==> config.mk <==
export PLATFORM = sky130hd
export DESIGN_NAME = sync_filter_multi
export DESIGN_NICKNAME = d
export VERILOG_FILES = /design/src/rtl/sync_pkg.sv /design/src/rtl/sync_filter_ch.sv /design/src/rtl/sync_filter_multi.sv
export SDC_FILE = /design/constraint.sdc
export NUM_CORES = 1
export LEC_CHECK = 0
export BUFFER_PORTS_ARGS = -buffer_cell sky130_fd_sc_hd__buf_2
export CAP_MARGIN = 40
export CORE_MARGIN = 5
export CORE_UTILIZATION = 52
export DETAILED_ROUTE_END_ITERATION = 7
export PLACE_DENSITY = 0.85
export SLEW_MARGIN = 40
export SYNTH_ARGS = -nofsm -noshare
export SYNTH_HDL_FRONTEND = slang
export SYNTH_SLANG_ARGS = --single-unit
==> constraint.sdc <==
create_clock -name clk_dst -period 1.38 [get_ports clk_dst]
set_clock_uncertainty 0.2 [all_clocks]
set_input_delay 0.138 -clock clk_dst [delete_from_list [all_inputs] [get_ports clk_dst]]
set_output_delay 0.138 -clock clk_dst [all_outputs]
set_load 0.005 [all_outputs]
==> src/rtl/sync_pkg.sv <==
// Shared definitions for clock-domain-crossing blocks: minimum legal parameters,
// a constant clog2 helper and elaboration-time parameter checks.
`ifndef SYNC_PKG_MACROS
`define SYNC_PKG_MACROS
// Raises an elaboration error when a parameter is below its minimum legal value.
`define SYNC_CHECK_MIN(label, value, minimum, name) \
    if ((value) < (minimum)) begin : label \
        $error("%s = %0d is below the minimum of %0d", name, (value), (minimum)); \
    end
`endif

package sync_pkg;

    localparam int SYNC_MIN_STAGES     = 2;
    localparam int SYNC_MIN_FILTER_LEN = 1;
    localparam int SYNC_MIN_WIDTH      = 1;

    // Bits needed to hold values 0..value-1; returns 0 for value <= 1.
    function automatic int clog2(input int value);
        int bits;
        bits = 0;
        for (int v = value - 1; v > 0; v = v >> 1) begin
            bits = bits + 1;
        end
        return bits;
    endfunction

endpackage

==> src/rtl/sync_filter_ch.sv <==
// One channel: flip-flop synchronizer, stability filter on the synchronized level,
// and registered one-cycle rise/fall event pulses.
module sync_filter_ch
    import sync_pkg::*;
#(
    parameter int   STAGES     = 2,
    parameter int   FILTER_LEN = 3,
    parameter logic RESET_VAL  = 1'b0
) (
    input  logic clk_dst,
    input  logic rst,
    input  logic signal_src,
    output logic sync_raw,
    output logic signal_dst,
    output logic rise_pulse,
    output logic fall_pulse
);

    localparam int              CNT_W    = clog2(FILTER_LEN + 1);
    localparam logic [CNT_W-1:0] CNT_LAST = CNT_W'(FILTER_LEN - 1);

    `SYNC_CHECK_MIN(g_chk_stages, STAGES, SYNC_MIN_STAGES, "STAGES")
    `SYNC_CHECK_MIN(g_chk_filter_len, FILTER_LEN, SYNC_MIN_FILTER_LEN, "FILTER_LEN")

    (* ASYNC_REG = "TRUE" *) logic [STAGES-1:0] sync_q;
    logic [CNT_W-1:0] cnt;

    // Pure shift chain: bit 0 is the only flop that sees the asynchronous input.
    always_ff @(posedge clk_dst) begin
        if (rst) begin
            sync_q <= {STAGES{RESET_VAL}};
        end else begin
            sync_q <= {sync_q[STAGES-2:0], signal_src};
        end
    end

    assign sync_raw = sync_q[STAGES-1];

    // A sample matching the current output restarts the count, so chatter never accumulates.
    always_ff @(posedge clk_dst) begin
        if (rst) begin
            signal_dst <= RESET_VAL;
            cnt        <= '0;
            rise_pulse <= 1'b0;
            fall_pulse <= 1'b0;
        end else begin
            rise_pulse <= 1'b0;
            fall_pulse <= 1'b0;
            if (sync_raw == signal_dst) begin
                cnt <= '0;
            end else if (cnt == CNT_LAST) begin
                signal_dst <= sync_raw;
                cnt        <= '0;
                rise_pulse <= sync_raw;
                fall_pulse <= ~sync_raw;
            end else begin
                cnt <= cnt + 1'b1;
            end
        end
    end

endmodule

==> src/rtl/sync_filter_multi.sv <==
// Multi-channel synchronizer and glitch filter: WIDTH independent copies of
// sync_filter_ch, each with its own reset value.
module sync_filter_multi
    import sync_pkg::*;
#(
    parameter int             WIDTH      = 4,
    parameter int             STAGES     = 2,
    parameter int             FILTER_LEN = 3,
    parameter logic [WIDTH-1:0] RESET_VAL  = {WIDTH{1'b0}}
) (
    input  logic             clk_dst,
    input  logic             rst,
    input  logic [WIDTH-1:0] signal_src,
    output logic [WIDTH-1:0] sync_raw,
    output logic [WIDTH-1:0] signal_dst,
    output logic [WIDTH-1:0] rise_pulse,
    output logic [WIDTH-1:0] fall_pulse
);

    `SYNC_CHECK_MIN(g_chk_width, WIDTH, SYNC_MIN_WIDTH, "WIDTH")

    for (genvar i = 0; i < WIDTH; i++) begin : g_ch
        sync_filter_ch #(
            .STAGES     (STAGES),
            .FILTER_LEN (FILTER_LEN),
            .RESET_VAL  (RESET_VAL[i])
        ) u_ch (
            .clk_dst    (clk_dst),
            .rst        (rst),
            .signal_src (signal_src[i]),
            .sync_raw   (sync_raw[i]),
            .signal_dst (signal_dst[i]),
            .rise_pulse (rise_pulse[i]),
            .fall_pulse (fall_pulse[i])
        );
    end

endmodule

==> impl_metrics.env <==
export IMPL_report_final_slew_viol_count=0
export IMPL_multi_input_area_sq_um=352
export IMPL_cts_path_max_buffers=2
export IMPL_crit_path_arrival_time_ps=1280
export IMPL_drc=0
export IMPL_postSynthRegisterBits=28
export IMPL_cp_required_ps=1410
export IMPL_drt_first_pass_iters=3
export IMPL_grt_remaining_overflow=0
export IMPL_cts_inserted_buffers=3
export IMPL_post_cts_repair_setup_buffers=0
export IMPL_dpl_hpwl_microns=981
export IMPL_crit_path_start_kind="flop"
export IMPL_first_global_vias=578
export IMPL_groute_usage_overall_pct=10.3
export IMPL_area_growth_syn_to_layout_pct=5.31
export IMPL_route_antenna_remaining_nets=0
export IMPL_power_density_nw_per_um2=1110
export IMPL_seq_area_frac_synth_pct=51.7
export IMPL_port_buffers=21
export IMPL_maxCapViolations=0
export IMPL_achievable_frequency_mhz=802
export IMPL_dieWidth_microns=55.7
export IMPL_initial_utilization_pct=54.7
export IMPL_finalCritPeriodShare_pct=90.4
export IMPL_finalWeightedCongestion=0.665
export IMPL_nNetsFinal=112
export IMPL_end_kind="flop"
export IMPL_grt_setup_unrepaired="no"
export IMPL_worst_slew_pin_transition_ps=433
export IMPL_grt_antenna_before_repair=0
export IMPL_critPathMaxFanout=2
export IMPL_worst_setup_path_type="flop to flop"
export IMPL_synthesized_instance_count=91
export IMPL_cellLeakagePower_uw=0.000489
export IMPL_cts_tree="built"
export IMPL_yosysUniqueCellTypes=15
export IMPL_std_cell_rows=16
export IMPL_clkSlewWorstSetupHoldPaths_ps=140
export IMPL_cts_root_buffer="clkbuf_4"
export IMPL_commonest_cells_after_routing_fill_and_taps_aside="dfxtp_1 (28), buf_2 (21), nor4_1 (7), and4bb_2 (7), and2b_1 (6)"
export IMPL_insertion_delay_ps=310
export IMPL_largest_net_degree_at_the_start_of_global_routing=29
export IMPL_initialDrtViolationCount=2
export IMPL_io_pin_count=22
export IMPL_finalWorstPathRequiredPeriod_ps=1250
export IMPL_dieHeight_microns=55.7
export IMPL_final_common_cell="dfxtp_1"
export IMPL_run_status="finished, final reports clean"
export IMPL_num_fill_cells=152
export IMPL_cts_num_sinks=28
export IMPL_vias_per_cell=4.73
export IMPL_via_count=606
export IMPL_cts_resized_gates=0
export IMPL_synth_fp_nets=101
export IMPL_vdd_ir_drop_worst_v=0.000610
export IMPL_fp_dieArea_sq_um=3100
export IMPL_layout_cell_share_with_drive_strength_beyond_1_pct=32.7
export IMPL_finalSetupViolations=0
export IMPL_hold_viol=0
export IMPL_worst_slew_margin_rel_pct=71.1
export IMPL_hp_class="input pin to flop"
export IMPL_post_cts_hold_buffer_count=4
export IMPL_core_box_area_sq_um=1980
export IMPL_yosysWarnings=0
export IMPL_wl_per_cell_microns=11.3
export IMPL_clock_tree_htree_level_count=1
export IMPL_fin_setup_tns_ps=0
export IMPL_seq_area_sq_um=561
export IMPL_grt_pass1_wl_microns=2520
export IMPL_routed_wirelength_microns=1450
export IMPL_timing_hold_ws_ps=28.5
export IMPL_synth_cell_area_sq_um=1080
export IMPL_post_synth_cell_area_avg_sq_um=11.9
export IMPL_num_antenna_cells=0
[critical path, stage by stage (launching register included)]
cell	delay (ps)
dfxtp_1	370
inv_1	50
ha_1	280
nor4_1	270
[power breakdown]
group / internal [uW] / total [uW] / switching, uW
Combinational: 31.3 / 54.4 / 23.1
Clock: 161 / 381 / 219
Sequential: 823 / 832 / 9.01
Total: 1020 / 1270 / 251
[final cells by class]
type	count	share of cell area, %
Sequential cell	28	49.1
Timing Repair Buffer	25	12.7
Tap cell	27	2.96
Multi-Input combinational cell	40	30.8
Inverter	4	1.31
Clock buffer	4	3.18
[state kept, by name (all words and copies together), names as in the netlist]
signal                flops
g_ch.u_ch.rise_pulse      4
g_ch.u_ch.sync_q          8
g_ch.u_ch.fall_pulse      4
g_ch.u_ch.signal_dst      4
g_ch.u_ch.cnt             8
[path summary, 6_finish.rpt]
path / slack (ps) / start / cells after the start / end
worst min register to register: 230 / g_ch[3].u_ch.cnt[0] / 1 / g_ch[3].u_ch.cnt[0]
worst min-delay path: 30 / rst / 2 / g_ch[2].u_ch.signal_dst
worst max register to register: 130 / g_ch[1].u_ch.cnt[0] / 3 / g_ch[1].u_ch.cnt[1]
worst max-delay path: 130 / g_ch[1].u_ch.cnt[0] / 3 / g_ch[1].u_ch.cnt[1]
[cell usage after synthesis]
| master | count | share of area [%] |
|---|---|---|
| dfxtp_1 | 28 | 52 |
| buf_4 | 16 | 11 |
| and4bb_2 | 7 | 8.1 |
| buf_6 | 2 | 2.1 |
| nor2b_1 | 2 | 1.2 |
| mux2i_1 | 4 | 3.7 |
| nor2_1 | 4 | 1.4 |
| xnor2_1 | 4 | 3.2 |
| ha_1 | 4 | 4.6 |
| nor4_2 | 1 | 1.2 |
| nor4bb_1 | 1 | 0.92 |
| and2b_1 | 6 | 4.2 |
| nor4_1 | 7 | 4.0 |
| inv_1 | 4 | 1.4 |
| buf_8 | 1 | 1.4 |
[logic make-up (layout without fill, tap and decap cells)]
| group | Yosys count | in the layout | synth area share, % |
|---|---|---|---|
| multiplexers | 4 | 4 | 3.69 |
| AND/OR/NAND/NOR | 28 | 28 | 20.9 |
| XOR/XNOR | 4 | 4 | 3.23 |
| adder cells (fa/ha/maj) | 4 | 4 | 4.61 |
| buffers and inverters | 23 | 33 | 15.9 |
| flip-flops | 28 | 28 | 51.7 |
[metrics by stage]
stage | power, uW | std cells | setup slack [ps] | util, % | cell area [sq um]
after floorplan | 895 | 91 | 230 | - | 1080
after global placement | 893 | 120 | 219 | 53.8 | 1070
after detailed placement | 897 | 120 | 159 | 53.8 | 1070
after CTS | 1280 | 128 | 124 | 57.6 | 1140
after global routing | 1320 | 128 | 22.4 | 57.6 | 1140
final | 1270 | 128 | 133 | 57.6 | 1140
[per-layer routing]
metal / up-vias / global-route usage [%] / part of all wire, %
met4: 0 / 7.29 / 2.0
met5: - / 0 / 0
met3: 4 / 3.71 / 8.1
li1: 312 / - / -
met1: 273 / 10.7 / 43
met2: 17 / 17.1 / 46
Note: power is estimated with default switching activity, not from simulation.
